### src/rtl/arena_arbiter.sv
// arena_arbiter: shares the 1-D arena between two players, arbitrates their moves and bombs,
// runs the bomb fuses and blasts from the game tick, and sequences IDLE -> PLAY -> OVER.
module arena_arbiter #(
    parameter int CELLS    = 10,
    parameter int FUSE     = 3,
    parameter int RADIUS   = 1,
    parameter int START_HP = 1,
    parameter int A_START  = 0,
    parameter int B_START  = 9
) (
    input  logic             clk,
    input  logic             rst,
    input  logic             tick,
    input  logic             start,
    input  logic             a_req,
    input  logic             b_req,
    input  logic [1:0]       a_op,
    input  logic [1:0]       b_op,
    output logic             a_grant,
    output logic             b_grant,
    output logic [3:0]       a_pos,
    output logic [3:0]       b_pos,
    output logic [CELLS-1:0] bomb_map,
    output logic [CELLS-1:0] blast_map,
    output logic [1:0]       a_health,
    output logic [1:0]       b_health,
    output logic [1:0]       state,
    output logic [1:0]       winner
);
    typedef enum logic [1:0] {IDLE = 2'b00, PLAY = 2'b01, OVER = 2'b10} stateType;

    stateType curState, nState;
    logic [3:0] aPos, bPos, aBomb, bBomb, nAPos, nBPos, nABomb, nBBomb;
    logic [2:0] aFuse, bFuse, nAFuse, nBFuse;
    logic [1:0] aHp, bHp, nAHp, nBHp, win, nWin;
    logic aLive, bLive, nALive, nBLive, aGrant, bGrant, nAGrant, nBGrant, rrA, nRr;
    logic [CELLS-1:0] blastMap, nBlast, bombMap, aMask, bMask, blastU;
    logic aElig, bElig, serveA, serveB, canMove, canBomb, aPrim, bPrim, aDet, bDet, ticking;
    logic [1:0] op;
    logic [3:0] myPos, otherPos, target;

    function automatic logic [CELLS-1:0] blastMask(input logic [3:0] c);
        logic [CELLS-1:0] m;
        for (int i = 0; i < CELLS; i++) m[i] = i >= int'(c) - RADIUS && i <= int'(c) + RADIUS;
        return m;
    endfunction

    assign bombMap  = (aLive ? CELLS'(1) << aBomb : '0) | (bLive ? CELLS'(1) << bBomb : '0);
    assign aElig    = a_req && !aGrant;
    assign bElig    = b_req && !bGrant;
    assign serveA   = curState == PLAY && aElig && (!bElig || rrA);
    assign serveB   = curState == PLAY && bElig && !serveA;
    assign op       = serveA ? a_op : b_op;
    assign myPos    = serveA ? aPos : bPos;
    assign otherPos = serveA ? bPos : aPos;
    assign target   = op[0] ? myPos + 4'd1 : myPos - 4'd1;
    assign canMove  = !op[1] && (op[0] ? myPos != 4'(CELLS - 1) : myPos != 4'd0)
                      && !(|(bombMap & (CELLS'(1) << target))) && target != otherPos;
    assign canBomb  = op == 2'b10 && !(serveA ? aLive : bLive) && !(|(bombMap & (CELLS'(1) << myPos)));
    assign ticking  = curState == PLAY && tick;

    always_comb begin
        nState  = curState;
        nAPos   = aPos;
        nBPos   = bPos;
        nABomb  = aBomb;
        nBBomb  = bBomb;
        nAFuse  = aFuse;
        nBFuse  = bFuse;
        nALive  = aLive;
        nBLive  = bLive;
        nAHp    = aHp;
        nBHp    = bHp;
        nWin    = win;
        nBlast  = blastMap;
        nAGrant = serveA;
        nBGrant = serveB;
        nRr     = serveA ? 1'b0 : serveB ? 1'b1 : rrA;
        if (serveA && canMove) nAPos = target;
        if (serveB && canMove) nBPos = target;
        if (serveA && canBomb) begin
            nALive = 1'b1;
            nABomb = aPos;
            nAFuse = 3'(FUSE);
        end
        if (serveB && canBomb) begin
            nBLive = 1'b1;
            nBBomb = bPos;
            nBFuse = 3'(FUSE);
        end
        // only bombs live before this cycle count down; a fresh placement keeps its full fuse
        aPrim = ticking && aLive && aFuse == 3'd1;
        bPrim = ticking && bLive && bFuse == 3'd1;
        if (ticking && aLive) nAFuse = aFuse - 3'd1;
        if (ticking && bLive) nBFuse = bFuse - 3'd1;
        aMask  = blastMask(nABomb);
        bMask  = blastMask(nBBomb);
        aDet   = nALive && (aPrim || (bPrim && bMask[nABomb]));
        bDet   = nBLive && (bPrim || (aPrim && aMask[nBBomb]));
        blastU = (aDet ? aMask : '0) | (bDet ? bMask : '0);
        if (aDet) nALive = 1'b0;
        if (bDet) nBLive = 1'b0;
        if (ticking) begin
            nBlast = blastU;
            if (blastU[nAPos] && aHp != 2'd0) nAHp = aHp - 2'd1;
            if (blastU[nBPos] && bHp != 2'd0) nBHp = bHp - 2'd1;
            if (nAHp == 2'd0 || nBHp == 2'd0) begin
                nState = OVER;
                nWin   = {nAHp == 2'd0, nBHp == 2'd0};
            end
        end
        if (start && curState != PLAY) begin
            nState  = PLAY;
            nAPos   = 4'(A_START);
            nBPos   = 4'(B_START);
            nALive  = 1'b0;
            nBLive  = 1'b0;
            nAFuse  = 3'd0;
            nBFuse  = 3'd0;
            nAHp    = 2'(START_HP);
            nBHp    = 2'(START_HP);
            nWin    = 2'd0;
            nBlast  = '0;
            nRr     = 1'b1;
        end
    end

    always_ff @(posedge clk) begin
        if (rst) begin
            curState <= IDLE;
            aPos     <= 4'(A_START);
            bPos     <= 4'(B_START);
            aBomb    <= 4'd0;
            bBomb    <= 4'd0;
            aFuse    <= 3'd0;
            bFuse    <= 3'd0;
            aLive    <= 1'b0;
            bLive    <= 1'b0;
            aHp      <= 2'(START_HP);
            bHp      <= 2'(START_HP);
            win      <= 2'd0;
            blastMap <= '0;
            aGrant   <= 1'b0;
            bGrant   <= 1'b0;
            rrA      <= 1'b1;
        end else begin
            curState <= nState;
            aPos     <= nAPos;
            bPos     <= nBPos;
            aBomb    <= nABomb;
            bBomb    <= nBBomb;
            aFuse    <= nAFuse;
            bFuse    <= nBFuse;
            aLive    <= nALive;
            bLive    <= nBLive;
            aHp      <= nAHp;
            bHp      <= nBHp;
            win      <= nWin;
            blastMap <= nBlast;
            aGrant   <= nAGrant;
            bGrant   <= nBGrant;
            rrA      <= nRr;
        end
    end

    assign a_grant   = aGrant;
    assign b_grant   = bGrant;
    assign a_pos     = aPos;
    assign b_pos     = bPos;
    assign bomb_map  = bombMap;
    assign blast_map = blastMap;
    assign a_health  = aHp;
    assign b_health  = bHp;
    assign state     = curState;
    assign winner    = win;
endmodule

### config.mk
export PLATFORM = sky130hd
export DESIGN_NAME = arena_arbiter
export DESIGN_NICKNAME = d
export VERILOG_FILES = /design/src/rtl/arena_arbiter.sv
export SDC_FILE = /design/constraint.sdc
export NUM_CORES = 1
export LEC_CHECK = 0
export BUFFER_PORTS_ARGS = -buffer_cell sky130_fd_sc_hd__buf_2
export CORE_MARGIN = 1
export CORE_UTILIZATION = 40
export CTS_BUF_LIST = sky130_fd_sc_hd__clkbuf_8
export DETAILED_ROUTE_END_ITERATION = 10
export PLACE_DENSITY_LB_ADDON = 0.12
export SYNTH_ARGS = -nofsm -noshare
export SYNTH_HDL_FRONTEND = slang
export SYNTH_SLANG_ARGS = --single-unit
export TNS_END_PERCENT = 100
### constraint.sdc
create_clock -name clk -period 10.2 [get_ports clk]
set_input_delay 1.53 -clock clk [delete_from_list [all_inputs] [get_ports clk]]
set_output_delay 1.53 -clock clk [all_outputs]
set_load 0.01 [all_outputs]
==> results.py, run 1 <==
metrics = {
    "hold_path": {
        "hold_start": "winner[1]",
        "min_to": "winner[1]",
        "hold_depth": 2,
        "min_path_type": "register to register",
    },
    "outcome": {
        "status": "complete, no violations",
    },
    "placement": {
        "dpl.cell_count": 1139,
        "port_buffers": 47,
        "gp_congestion": 0.987,
        "place_area_mm2": 0.00668,
        "place_hpwl_um": 19300,
    },
    "sta": {
        "timing.final.crit_period_ns": 9.19,
        "max_slew_margin": 0.292,
        "finalHoldViolations": 0,
        "max_clock_freq_mhz": 109,
        "finClkSkew_ns": 0.00770,
        "slew_viol_final": 0,
        "whs_ns": 0.474,
        "worst_pin_slew_ns": 1.06,
        "setup_tns_ns": 0,
        "finalCritPeriodShare": 0.901,
        "finalSetupViolCount": 0,
        "rsz0062_at_grt": "no",
    },
    "die": {
        "coreArea_mm2": 0.0154,
        "start_util": 0.414,
        "die_x_um": 128,
        "die_y_um": 128,
        "rows": 45,
        "die-area_mm2": 0.0164,
        "num_io_pins": 48,
    },
    "worst_setup_path": {
        "required_ns": 10.42,
        "r2r-end": "state[0]",
        "r2r-start": "bBomb[0]",
        "critical_path_class": "primary input to register",
        "worstPathArrival_ns": 9.41,
        "ff2ff_path_depth": 23,
        "cp-end-kind": "register",
        "startpoint_type": "primary input",
        "critPathMaxFanout": 20,
        "rrSetupSlack_ns": 1.56,
    },
    "cts": {
        "cts_sinks": 45,
        "clockBufferDepth": 2,
        "clk_pin_slew_ns": 0.08,
        "clock-root-buffer": "clkbuf_8",
        "htreeDepth": 2,
        "cts_hold_buf": 0,
        "numCtsBuffers": 5,
        "cts_tree": "yes",
        "worstSkewPairLatency_ns": 0.33,
        "post_cts_buffers": 0,
        "post_cts_resized": 0,
    },
    "power": {
        "leakagePower_nw": 2.58,
        "powerDensity_mw_per_mm2": 133,
        "vdd_ir_drop_max_uv": 85.0,
    },
    "global_routing": {
        "grt_antenna_before_repair": 0,
        "grt_max_degree": 28,
        "track_usage": 0.313,
        "grt_pass1_vias": 6594,
        "grt_pass1_wl_um": 39500,
        "grt-ovfl-total": 0,
    },
    "detailed_routing": {
        "final_antenna_net_count": 0,
        "via_per_inst": 6.56,
        "first_pass_iters": 6,
        "drtIter0Drc": 990,
        "routedWlPerCell_um": 22.5,
        "vias": 7521,
        "drt_wl_total_um": 25800,
        "drcViolationCount": 0,
    },
    "logic_synthesis": {
        "synthArstFlopShare": 0,
        "synth_cell_types": 93,
        "synthCells": 934,
        "yosysWarningCount": 0,
        "syn_avg_cell_area_um2": 6.82,
        "yosys.area.top_type": "dfxtp_1",
        "synth-seq-cells": 45,
        "synth_fp_nets": 968,
        "synth_common_cells": "97 x nor2_1, 85 x nand2_1, 61 x a21oi_1",
        "ys.flop_type": "dfxtp_1",
        "syn_area_mm2": 0.00637,
        "ys_seq_area_frac": 0.141,
        "synth_edf_count": 0,
        "synthMostInstantiatedCell": "nor2_1",
        "synthTopCellsByArea": "dfxtp_1 14%, nor2_1 5.7%, nand2_1 5.0%",
        "synth_top_area_share": 0.141,
    },
    "cells_and_area": {
        "fin_util": 0.441,
        "num-nets-final": 969,
        "fillCellCount": 1677,
        "finalNonFillerCells": 1146,
        "finalInstanceArea_mm2": 0.00678,
        "drive_gt1_frac": 0.125,
        "antenna_cells": 0,
        "syn_to_final_growth_pct": 6.48,
    },
    "flow_run": {
        "maxCapViolCount": 0,
    },
}
kinds of logic after synthesis:
| kind of cell | synth area share |
|---|---|
| compound gates | 0.321 |
| xor+xnor | 0.0261 |
| fa+ha+maj | 0.0471 |
| buf+inv | 0.0772 |
| flops | 0.141 |
| mux | 0.0581 |
| simple gates | 0.329 |
cell usage in the layout, fill, tap and decap left out, drive strengths merged, types with 5 or more instances in the layout:
cell type,netlist,layout
xnor2,16,16
or3,7,7
nor3b,10,10
a21oi,64,64
a221oi,5,5
nor4,11,11
nand4,19,19
buf,34,64
nand2b,18,18
o31ai,11,11
mux2,10,10
o211ai,18,18
a2111oi,9,9
and3,11,11
o22ai,5,5
o32ai,6,6
nand2,87,87
nor3,34,34
inv,42,42
clkbuf,36,5
a22oi,8,8
a31oi,22,22
o21bai,5,5
dfxtp,45,45
a21o,7,7
nand3,47,47
o21ai,69,69
nor2b,13,13
a211oi,17,17
nor2,100,100
o221ai,5,5
mux2i,25,25
and2,18,18
or2,5,5
ha,24,24
layer usage:
layer / track usage / wire [um]
met3: 0.0467 / 2400
met5: 0 / 0
met1: 0.454 / 11500
met2: 0.464 / 11000
met4: 0.114 / 888
registers in the layout (all words and copies together), names as in the netlist, 3 cells and up:
| register | count |
|---|---|
| blast_map | 10 |
| aBomb | 4 |
| a_pos | 4 |
| bBomb | 4 |
| b_pos | 4 |
| aFuse | 3 |
| bFuse | 3 |
layout make-up:
| cell class | count | area, um2 | area share |
|---|---|---|---|
| sequential | 45 | 901 | 0.133 |
| inverter | 43 | 161 | 0.0238 |
| multi-input combinational | 776 | 4990 | 0.736 |
| clock buffer | 5 | 68.8 | 0.0101 |
| timing repair buffer | 64 | 363 | 0.0535 |
| clock inverter | 2 | 35.0 | 0.00517 |
| tap | 211 | 264 | 0.0389 |
worst max path at each step:
stage	start	cells after the start	to
4_1_cts	a_req	25	state[1]
6_report	a_req	25	state[0]
3_3_place_gp	a_req	25	state[1]
3_5_place_dp	a_req	25	state[1]
5_1_grt	a_req	25	state[1]
2_1_floorplan	b_req	29	state[0]
metrics by stage:
step | worst slack, ns | power, mW
global placement | 1.01 | 0.755
detailed placement | 0.960 | 0.749
global route | 0.559 | 0.956
CTS | 1.29 | 0.892
finish | 1.01 | 0.904
floorplan | 2.79 | 0.604
power breakdown:
part | leakage, nW | total, mW | internal [mW] | switching, mW
registers | 0.364 | 0.217 | 0.192 | 0.0254
clock network | 0.0540 | 0.140 | 0.0713 | 0.0682
logic | 2.16 | 0.547 | 0.177 | 0.370
critical path, stage by stage:
cell and delay (ns):
buf_2 0.09, nand4bb_1 0.32, nor2_2 0.57, a21oi_2 0.20
o21a_1 0.22, or4_1 0.65, nor2_8 0.37, mux2i_2 0.61
ha_1 0.67, inv_1 0.30, nor3_1 0.36, o21ai_1 0.16
o21ai_1 0.14, inv_1 0.09, ha_1 0.31, nor2b_1 0.13
mux2i_1 0.28, o221ai_1 0.21, a311oi_2 0.73, nand2b_1 0.25
a2111oi_2 0.46, a2111oi_2 0.10, a21o_1 0.21, and3b_1 0.17
a211o_1 0.28
Note: power is estimated with default switching activity, not from simulation.
==> run 2: changes to the inputs <==
- MAX_ROUTING_LAYER: not set -> met4
- clock period: 10.2 -> 9.7 ns (I/O delays scaled with it)
==> run 2 against run 1 <==
Net effect: register-to-register slack got worse by 0.11 ns; non-clock buffer count increased by 7; via count is 1.1% higher; clock power up 14%; highest routed layer unchanged; critical path depth is 3 higher.
==> results.py, run 2 (synthesis results as in run 1) <==
metrics = {
    "worst_setup_path": {
        "slowest_stage": "a311oi_2",
        "critPathMaxFanout": 12,
        "cp_top_family": "compound AO/OA/AOI/OAI gates",
        "crit_buf_inv": 4,
        "critical_path_class": "primary input to register",
        "cp-end-kind": "register",
        "required_ns": 9.93,
        "startpoint_type": "primary input",
        "worstPathArrival_ns": 9.03,
        "slowest_delay_ns": 0.74,
    },
    "global_routing": {
        "grt-ovfl-total": 0,
        "use_met1": 0.453,
        "grt_pass1_vias": 6916,
        "busiest_layer": "met2",
        "grt_max_degree": 25,
        "global_route.usage.met3": 0.0505,
        "grt_pass1_wl_um": 41300,
        "met2_usage": 0.499,
        "grt_antenna_before_repair": 0,
        "track_usage": 0.338,
    },
    "die": {
        "die-area_mm2": 0.0164,
        "die_y_um": 128,
        "rows": 45,
        "start_util": 0.414,
        "coreArea_mm2": 0.0154,
        "num_io_pins": 48,
        "die_x_um": 128,
    },
    "placement": {
        "gp_congestion": 0.987,
        "port_buffers": 47,
        "place_hpwl_um": 19900,
        "pre_cts_slack_ns": 0.688,
    },
    "cells_and_area": {
        "largest_reg_flops": 10,
        "antenna_cells": 0,
        "drive_gt1_frac": 0.133,
        "layout_commonest_cell": "nor2_1",
        "syn_to_final_growth_pct": 7.56,
        "final_cell_mix": "97 x nor2_1, 85 x nand2_1, 61 x a21oi_1",
        "num-nets-final": 976,
    },
    "power": {
        "powerDensity_mw_per_mm2": 142,
        "leakagePower_nw": 2.62,
        "vdd_ir_drop_max_uv": 112,
        "p_int_uw": 475,
        "power.clock.fraction": 0.165,
        "switching_share": 0.510,
        "p_switching_uw": 495,
        "seq_power_share": 0.238,
        "comb_power_share": 0.597,
    },
    "hold_path": {
        "min_path_type": "register to register",
    },
    "detailed_routing": {
        "drt_wl_total_um": 26500,
        "via_per_inst": 6.59,
        "drtIter0Drc": 1122,
        "drcViolationCount": 0,
        "final_antenna_net_count": 0,
        "routedWlPerCell_um": 23.0,
        "vias": 7604,
        "first_pass_iters": 6,
    },
    "cts": {
        "cts_tree": "yes",
        "numCtsBuffers": 5,
        "cts_sinks": 45,
        "post_cts_resized": 0,
        "clk_pin_slew_ns": 0.10,
        "cts_hold_buf": 0,
        "htreeDepth": 2,
        "clock-root-buffer": "clkbuf_8",
        "clockBufferDepth": 2,
        "worstSkewPairLatency_ns": 0.33,
        "post_cts_buffers": 0,
    },
    "sta": {
        "rsz0062_at_grt": "no",
        "finalHoldViolations": 0,
        "slew_viol_final": 0,
        "max_slew_margin": 0.339,
        "finalSetupViolCount": 0,
        "finalCritPeriodShare": 0.907,
        "setup_slack_ns": 0.901,
        "max_clock_freq_mhz": 114,
        "timing.final.crit_period_ns": 8.80,
        "worst_pin_slew_ns": 0.992,
        "finClkSkew_ns": 0.00812,
        "setup_tns_ns": 0,
    },
    "outcome": {
        "status": "complete, no violations",
    },
    "flow_run": {
        "maxCapViolCount": 0,
    },
}
run 2: changes by cell type in the layout (fill, tap and decap cells not counted):
cell        change
buf_4           +7
clkinvlp_4      +1
clkinv_2        -1
clkbuf_8        +1
run 2: power by group through the flow:
stage	registers [mW]	logic, mW	clock network [mW]
final	0.231	0.579	0.160
after global routing	0.233	0.625	0.171
after CTS	0.229	0.561	0.164
after detailed placement	0.234	0.558	0
after global placement	0.234	0.567	0
after floorplan	0.227	0.408	0
run 2: area by class of cell:
| class | instances | area, um2 |
|---|---|---|
| sequential | 45 | 901 |
| clock buffer | 6 | 82.6 |
| tap | 211 | 264 |
| clock inverter | 2 | 37.5 |
| fill | 1635 | 8520 |
| inverter | 43 | 161 |
| multi-input combinational | 776 | 4990 |
| timing repair buffer | 71 | 415 |
run 2: final timing paths:
path	from	to	slack [ns]	cells past startpoint
worst min register to register	winner[1]	winner[1]	0.47	2
worst min-delay path	winner[1]	winner[1]	0.47	2
worst max-delay path	b_req	state[0]	0.90	28
worst max register to register	aBomb[2]	state[0]	1.45	27
run 2: layer usage:
layer | share of wire | vias to the layer above
li1 | - | 3488
met1 | 0.43 | 3565
met2 | 0.43 | 468
met3 | 0.10 | 83
met4 | 0.045 | 0
met5 | 0 | -
run 2: through the flow:
stage	cells	util	hold slack [ns]	area [um2]	total power, mW
global route	1154	0.446	0.497	6850	1.03
global placement	1146	0.438	0.464	6730	0.801
detailed placement	1146	0.438	0.461	6730	0.792
floorplan	934	-	0.466	6370	0.635
finish	1154	0.446	0.471	6850	0.970
CTS	1154	0.446	0.475	6850	0.954
run 2: worst register-to-register path, delay by kind of cell, from the launching register on:
| family | cells | cell delay (ns) |
|---|---|---|
| AOI/OAI and AO/OA | 13 | 4.14 |
| and+or+nand+nor | 10 | 2.27 |
| DFF | 1 | 0.67 |
| buffers and inverters | 3 | 0.63 |
| adders and majority gates | 1 | 0.44 |
